`config.mk`:
```
export PLATFORM = sky130hd
export DESIGN_NAME = id_pair_packer_flat
export DESIGN_NICKNAME = d
export VERILOG_FILES = /design/src/rtl/id_pair_packer_if.sv /design/src/rtl/id_pair_packer.sv /design/src/flat_wrapper.sv
export SDC_FILE = /design/constraint.sdc
export NUM_CORES = 1
export LEC_CHECK = 0
export BUFFER_PORTS_ARGS = -buffer_cell sky130_fd_sc_hd__buf_2
export CORE_ASPECT_RATIO = 0.8
export CORE_MARGIN = 4
export CORE_UTILIZATION = 53
export CTS_BUF_LIST = sky130_fd_sc_hd__clkbuf_4
export CTS_CLUSTER_DIAMETER = 100
export CTS_CLUSTER_SIZE = 24
export DETAILED_ROUTE_END_ITERATION = 8
export PLACE_DENSITY = 0.79
export SYNTH_ARGS = -nofsm -noshare
export SYNTH_HDL_FRONTEND = slang
export SYNTH_SLANG_ARGS = --single-unit
export TNS_END_PERCENT = 20
```
`constraint.sdc`:
```
create_clock -name ap_clk -period 2.04 [get_ports ap_clk]
set_input_delay 0.408 -clock ap_clk [delete_from_list [all_inputs] [get_ports ap_clk]]
set_output_delay 0.408 -clock ap_clk [all_outputs]
set_load 0.01 [all_outputs]
```
`src/rtl/id_pair_packer_if.sv`:
```
// Bus bundle for id_pair_packer.
// Carries the ID-pair input stream (S_AXIS_ID_PAIR_*), the packed output stream (M_AXIS_*)
// and the status outputs (o_PairCount, o_FrameDone).
//   master : the packer's view (consumes pairs, drives the output stream and status)
//   slave  : the environment's view (drives pairs, consumes the output stream)
interface id_pair_packer_if #(
  parameter int unsigned VEC_ID_WIDTH = 8,
  parameter int unsigned OUT_WIDTH    = 128,
  parameter int unsigned CNT_WIDTH    = 32
);
  logic [2*VEC_ID_WIDTH-1:0] S_AXIS_ID_PAIR_tdata;
  logic                      S_AXIS_ID_PAIR_tvalid;
  logic                      S_AXIS_ID_PAIR_tlast;
  logic                      S_AXIS_ID_PAIR_tready;
  logic [OUT_WIDTH-1:0]      M_AXIS_tdata;
  logic [OUT_WIDTH/8-1:0]    M_AXIS_tkeep;
  logic                      M_AXIS_tvalid;
  logic                      M_AXIS_tlast;
  logic                      M_AXIS_tready;
  logic [CNT_WIDTH-1:0]      o_PairCount;
  logic                      o_FrameDone;

  modport master (
    input  S_AXIS_ID_PAIR_tdata, S_AXIS_ID_PAIR_tvalid, S_AXIS_ID_PAIR_tlast, M_AXIS_tready,
    output S_AXIS_ID_PAIR_tready, M_AXIS_tdata, M_AXIS_tkeep, M_AXIS_tvalid, M_AXIS_tlast,
    output o_PairCount, o_FrameDone
  );

  modport slave (
    output S_AXIS_ID_PAIR_tdata, S_AXIS_ID_PAIR_tvalid, S_AXIS_ID_PAIR_tlast, M_AXIS_tready,
    input  S_AXIS_ID_PAIR_tready, M_AXIS_tdata, M_AXIS_tkeep, M_AXIS_tvalid, M_AXIS_tlast,
    input  o_PairCount, o_FrameDone
  );
endinterface

```
`src/rtl/id_pair_packer.sv`:
```
// Packs a stream of ID pairs into wide output words, lane 0 holding the first pair.
// A word is emitted when its last lane is filled or a pair carries tlast; unused lanes
// are zero and tkeep marks only the bytes of written lanes.
// Ports:
//   ap_clk  : clock, rising edge
//   ap_rstn : synchronous active-low reset
//   bus     : input pair stream, output word stream, pair counter and frame-done pulse
module id_pair_packer #(
  parameter int unsigned VEC_ID_WIDTH   = 8,
  parameter int unsigned OUT_WIDTH      = 128,
  parameter int unsigned PAIRS_PER_WORD = OUT_WIDTH / (2 * VEC_ID_WIDTH),
  parameter int unsigned CNT_WIDTH      = 32
) (
  input logic              ap_clk,
  input logic              ap_rstn,
  id_pair_packer_if.master bus
);

  localparam int unsigned PairW     = 2 * VEC_ID_WIDTH;
  localparam int unsigned PairBytes = PairW / 8;
  localparam int unsigned KeepW     = OUT_WIDTH / 8;
  localparam int unsigned FillW     = (PAIRS_PER_WORD > 1) ? $clog2(PAIRS_PER_WORD) : 1;

  logic [FillW-1:0]     fill_q, fill_d;
  logic [OUT_WIDTH-1:0] acc_q, acc_d, acc_word;
  logic [OUT_WIDTH-1:0] data_q, data_d;
  logic [KeepW-1:0]     keep_q, keep_d;
  logic                 valid_q, valid_d;
  logic                 last_q, last_d;
  logic                 frame_done_q, frame_done_d;
  logic [CNT_WIDTH-1:0] count_q, count_d;
  logic                 s_ready, accept, out_hs, word_done;

  // Input is taken whenever the output register is empty or draining this edge.
  assign s_ready   = !valid_q || bus.M_AXIS_tready;
  assign accept    = bus.S_AXIS_ID_PAIR_tvalid && s_ready;
  assign out_hs    = valid_q && bus.M_AXIS_tready;
  assign word_done = accept &&
                     (bus.S_AXIS_ID_PAIR_tlast || (fill_q == FillW'(PAIRS_PER_WORD - 1)));

  // Accumulator with the incoming pair dropped into the current lane.
  always_comb begin
    acc_word = acc_q;
    for (int l = 0; l < PAIRS_PER_WORD; l++) begin
      if (fill_q == FillW'(l)) begin
        acc_word[l*PairW +: PairW] = bus.S_AXIS_ID_PAIR_tdata;
      end
    end
  end

  always_comb begin
    fill_d       = fill_q;
    acc_d        = acc_q;
    data_d       = data_q;
    keep_d       = keep_q;
    last_d       = last_q;
    valid_d      = valid_q;
    count_d      = count_q;
    frame_done_d = out_hs && last_q;

    if (out_hs) begin
      valid_d = 1'b0;
    end

    if (accept) begin
      if (count_q != '1) begin
        count_d = count_q + CNT_WIDTH'(1);
      end
      if (word_done) begin
        // Completed word replaces (or refills) the output register on this same edge.
        data_d  = acc_word;
        last_d  = bus.S_AXIS_ID_PAIR_tlast;
        valid_d = 1'b1;
        acc_d   = '0;
        fill_d  = '0;
        for (int b = 0; b < KeepW; b++) begin
          keep_d[b] = (b < (int'(fill_q) + 1) * int'(PairBytes));
        end
      end else begin
        acc_d  = acc_word;
        fill_d = fill_q + FillW'(1);
      end
    end
  end

  always_ff @(posedge ap_clk) begin
    if (!ap_rstn) begin
      fill_q       <= '0;
      acc_q        <= '0;
      data_q       <= '0;
      keep_q       <= '0;
      last_q       <= 1'b0;
      valid_q      <= 1'b0;
      count_q      <= '0;
      frame_done_q <= 1'b0;
    end else begin
      fill_q       <= fill_d;
      acc_q        <= acc_d;
      data_q       <= data_d;
      keep_q       <= keep_d;
      last_q       <= last_d;
      valid_q      <= valid_d;
      count_q      <= count_d;
      frame_done_q <= frame_done_d;
    end
  end

  assign bus.S_AXIS_ID_PAIR_tready = s_ready;
  assign bus.M_AXIS_tdata          = data_q;
  assign bus.M_AXIS_tkeep          = keep_q;
  assign bus.M_AXIS_tvalid         = valid_q;
  assign bus.M_AXIS_tlast          = last_q;
  assign bus.o_PairCount           = count_q;
  assign bus.o_FrameDone           = frame_done_q;

endmodule

```
`src/flat_wrapper.sv`:
```
// flat-port wrapper written by rule: the top's interface ports become plain ports
module id_pair_packer_flat 
#(
  parameter int unsigned VEC_ID_WIDTH   = 8,
  parameter int unsigned OUT_WIDTH      = 128,
  parameter int unsigned PAIRS_PER_WORD = OUT_WIDTH / (2 * VEC_ID_WIDTH),
  parameter int unsigned CNT_WIDTH      = 32
)
  (ap_clk, ap_rstn, bus_S_AXIS_ID_PAIR_tdata, bus_S_AXIS_ID_PAIR_tvalid, bus_S_AXIS_ID_PAIR_tlast, bus_M_AXIS_tready, bus_S_AXIS_ID_PAIR_tready, bus_M_AXIS_tdata, bus_M_AXIS_tkeep, bus_M_AXIS_tvalid, bus_M_AXIS_tlast, bus_o_PairCount, bus_o_FrameDone);
  id_pair_packer_if #(.VEC_ID_WIDTH(VEC_ID_WIDTH), .OUT_WIDTH(OUT_WIDTH), .CNT_WIDTH(CNT_WIDTH)) bus_i ();
  input logic ap_clk;
  input logic ap_rstn;
  input wire logic [$bits(bus_i.S_AXIS_ID_PAIR_tdata)-1:0] bus_S_AXIS_ID_PAIR_tdata;
  input wire logic [$bits(bus_i.S_AXIS_ID_PAIR_tvalid)-1:0] bus_S_AXIS_ID_PAIR_tvalid;
  input wire logic [$bits(bus_i.S_AXIS_ID_PAIR_tlast)-1:0] bus_S_AXIS_ID_PAIR_tlast;
  input wire logic [$bits(bus_i.M_AXIS_tready)-1:0] bus_M_AXIS_tready;
  output wire logic [$bits(bus_i.S_AXIS_ID_PAIR_tready)-1:0] bus_S_AXIS_ID_PAIR_tready;
  output wire logic [$bits(bus_i.M_AXIS_tdata)-1:0] bus_M_AXIS_tdata;
  output wire logic [$bits(bus_i.M_AXIS_tkeep)-1:0] bus_M_AXIS_tkeep;
  output wire logic [$bits(bus_i.M_AXIS_tvalid)-1:0] bus_M_AXIS_tvalid;
  output wire logic [$bits(bus_i.M_AXIS_tlast)-1:0] bus_M_AXIS_tlast;
  output wire logic [$bits(bus_i.o_PairCount)-1:0] bus_o_PairCount;
  output wire logic [$bits(bus_i.o_FrameDone)-1:0] bus_o_FrameDone;
  assign bus_i.S_AXIS_ID_PAIR_tdata = bus_S_AXIS_ID_PAIR_tdata;
  assign bus_i.S_AXIS_ID_PAIR_tvalid = bus_S_AXIS_ID_PAIR_tvalid;
  assign bus_i.S_AXIS_ID_PAIR_tlast = bus_S_AXIS_ID_PAIR_tlast;
  assign bus_i.M_AXIS_tready = bus_M_AXIS_tready;
  assign bus_S_AXIS_ID_PAIR_tready = bus_i.S_AXIS_ID_PAIR_tready;
  assign bus_M_AXIS_tdata = bus_i.M_AXIS_tdata;
  assign bus_M_AXIS_tkeep = bus_i.M_AXIS_tkeep;
  assign bus_M_AXIS_tvalid = bus_i.M_AXIS_tvalid;
  assign bus_M_AXIS_tlast = bus_i.M_AXIS_tlast;
  assign bus_o_PairCount = bus_i.o_PairCount;
  assign bus_o_FrameDone = bus_i.o_FrameDone;
  id_pair_packer #(.VEC_ID_WIDTH(VEC_ID_WIDTH), .OUT_WIDTH(OUT_WIDTH), .PAIRS_PER_WORD(PAIRS_PER_WORD), .CNT_WIDTH(CNT_WIDTH)) u_core (.ap_clk(ap_clk), .ap_rstn(ap_rstn), .bus(bus_i));
endmodule
```
==> impl_metrics.toml <==
[floorplan]
rows = 49
initial_utilization = 0.539
dieArea_um2 = 25400
die_y_um = 143
core-area_um2 = 22500
io_pins = 201
die_w_um = 177

[worst_hold_path]
min_path_type = "primary input to register"
min_path_cells = 3
min_from = "ap_rstn"
whs_endpoint = "u_core.bus.o_PairCount[20]$_SDFFE_PN0P_"

[finish]
nNetsFinal = 1523
regArea_um2 = 6050
area_growth_syn_to_layout_pct = 15.5
final_area_um2 = 14000
multi_input_area_um2 = 5510
n_fill_cell = 1898
final_core_util = 0.622
drive_gt1_frac = 0.216

[logic_synthesis]
synthArstFlopShare = 0
synth_top_area_share = 0.499
synth_mux_area_frac = 0.0686
synthFlopType = "dfxtp_1"
synth_compound_area_frac = 0.188
ys_seq_elements = 302
netlist_area_um2 = 12100
syn_inst = 1342
syn_nets = 1370
synthTopCellsByArea = "dfxtp_1 (50%), nor2_1 (8.4%), a22oi_1 (7.1%), mux2i_1 (6.9%), a211oi_1 (5.1%)"
synthAdderAreaFrac = 0.00723
syn_area_per_cell_um2 = 9.03
synth_cell_type_count = 44
synth_warnings = 0
yosys.area_share.simple = 0.175
synth-xor-area-share = 0.00795
synth_edf_count = 0
synth_top_family_by_area = "compound AO/OA/AOI/OAI gates"
ys_seq_area_frac = 0.499
yosysTopAreaCell = "dfxtp_1"

[sta]
hold_violations = 0
tightest_slew_ps = 509
clock_skew_ps = 27.7
finalWorstSetupSlack_ps = 83.9
relSlewSlack = 0.661
fin_tns_setup_ps = 0
finalSetupViolCount = 0
whs_ps = 121
period_share = 0.959
rsz0062_at_grt = "yes"
max_freq_ghz = 0.511
min_period_ps = 1960
final-max-slew-violation-count = 0

[drt]
drtIter0Drc = 1392
drt-total-wl_mm = 33.5
vias = 10700
drc = 0
wire_per_inst_um = 18.6
first_pass_iters = 6
antenna_left = 0
vias_per_cell = 5.95

[placed_design]
place_area_um2 = 13700
portBuffers = 200
hpwl_mm = 21.8
place.gp.congestion = 0.896
place_ws_ps = -37.7

[outcome]
status = "finished clean"

[critical_path]
critPathCaptureType = "register"
setup.worst_path.start_class = "register"
crit_type = "register to register"
reg2regPathDepth = 6
rrSetupSlack_ps = 80
cp_max_fo = 11
worstPathRequired_ps = 2660
r2r_start = "u_core.bus.o_PairCount[25]$_SDFFE_PN0P_"
arrival_ps = 2570
r2r-end = "u_core.bus.o_PairCount[4]$_SDFFE_PN0P_"

[pwr]
p_leak_nw = 5.35
power.density_nw_per_um2 = 685
vdd_ir_drop_max_mv = 0.417

[clock_tree]
cts_buffers = 16
cts_sinks = 302
clockBufferDepth = 3
htree_levels = 1
cts_tree = "yes"
clockRootBuffer = "clkbuf_4"
cts.clk_slew.worst_paths_ps = 240
clk_latency_ps = 690

[grt]
grt_pass1_vias = 9662
overflow = 0
grt_pass1_wl_mm = 52.5
antenna_found_initial = 1
grt_max_degree = 82
grt_use_total = 0.252

[run]
maxCapViolCount = 0
[critical path, cell delays in order (launching register included)]
cell	delay, ps
dfxtp_1	500
nand4_1	190
or3_4	440
o31ai_2	320
buf_4	220
o21ai_0	100
a21oi_1	130
[how the worst max path moves through the flow]
| stage | start | to | slack (ps) | cells past startpoint |
|---|---|---|---|---|
| global route | u_core.bus.o_PairCount[13]$_SDFFE_PN0P_ | u_core.bus.o_PairCount[6]$_SDFFE_PN0P_ | -40 | 6 |
| finish | u_core.bus.o_PairCount[25]$_SDFFE_PN0P_ | u_core.bus.o_PairCount[4]$_SDFFE_PN0P_ | 80 | 6 |
| detailed placement | bus_M_AXIS_tready | u_core.acc_q[36]$_SDFFE_PN0P_ | -40 | 7 |
| CTS | u_core.fill_q[0]$_SDFFE_PN0P_ | u_core.acc_q[40]$_SDFFE_PN0P_ | 5 | 6 |
| global placement | bus_M_AXIS_tready | u_core.acc_q[39]$_SDFFE_PN0P_ | 70 | 7 |
| floorplan | u_core.fill_q[0]$_SDFFE_PN0P_ | u_core.bus.M_AXIS_tdata[10]$_SDFFE_PN0P_ | -10 | 8 |
[per-layer routing]
metal	share of wire	wire, µm	vias up	track usage
met4	0.027	902	0	0.0733
met1	0.45	15000	5090	0.374
li1	-	-	5111	-
met3	0.081	2700	68	0.0304
met2	0.44	14800	461	0.389
met5	0	0	-	0
[cells in the final DEF (no fill, tap or decap), drive strengths merged, types with 10 or more instances in the layout]
master  Yosys  final
buf        56    273
a22oi     115    115
a21oi      20     20
or3        12     12
nand4      11     11
a311oi     51     51
clkbuf     84     17
nor2      273    273
dfxtp     302    302
and3       22     22
nand3      59     59
xnor2      10     10
nand2      72     72
inv        12     13
a211oi     83     83
mux2i      83     83
o21ai      21     21
[sequential cells by signal (all words and copies together) (netlist names)]
signal,cells
u_core.acc_q,128
u_core.bus.o_FrameDone,1
u_core.bus.M_AXIS_tdata,128
u_core.bus.M_AXIS_tkeep,8
u_core.bus.M_AXIS_tlast,1
u_core.fill_q,3
u_core.bus.M_AXIS_tvalid,1
u_core.bus.o_PairCount,32
[area by class of cell]
type,count,area share
inverter,12,0.00376
clock inverter,1,0.000805
tap,306,0.0274
antenna,2,0.000358
timing repair buffer,275,0.132
clock buffer,17,0.00912
sequential,302,0.433
multi-input combinational,888,0.394
[through the flow]
step           total power, W  instances
6_report              0.00958       1803
5_1_grt               0.00997       1803
4_1_cts               0.00962       1798
3_5_place_dp          0.00753       1777
3_3_place_gp          0.00750       1777
2_1_floorplan         0.00701       1342
[repair_timing]
| action | CTS | global route |
|---|---|---|
| resized for setup | 0 | 18 |
| buffers inserted | 1 | 2 |
| endpoints found under the setup margin | 8 | 116 |
| hold endpoints to repair | 2 | 0 |
| pin swaps | 1 | 4 |
| hold buffers | 2 | 0 |
| gates cloned | 0 | 1 |
[kinds of logic after synthesis]
group                      count (synthesis)
adders and majority gates                  7
AOI/OAI and AO/OA                        305
DFF                                      302
buffers and inverters                    152
xor gates and xnor gates                  11
muxes                                     83
and+or+nand+nor                          482
[cells in the mapped netlist, types with 2 or more instances]
library cell / count
a21oi_1: 20
a31oi_1: 2
and4_1: 6
nand4_1: 10
clkbuf_1: 84
nor2_1: 272
and3_1: 22
nor3_1: 6
or4_1: 4
ha_1: 7
o31ai_1: 5
buf_2: 39
a21o_1: 3
buf_1: 5
nand3_1: 58
inv_1: 11
a211oi_1: 83
nor4_1: 2
nand2_1: 72
nor2b_1: 4
buf_4: 12
nand2b_1: 4
a311oi_1: 51
and2_1: 3
a22oi_1: 115
o21ai_0: 16
o21ai_1: 5
dfxtp_1: 302
or3_1: 12
xnor2_1: 10
mux2i_1: 83
nor4b_1: 2
[where the power goes]
group	total, W	internal, W	switching (W)
clock network	0.00214	0.000402	0.00173
logic	0.00121	0.000449	0.000765
registers	0.00623	0.00611	0.000121
Power figures use the tool's default switching activity.
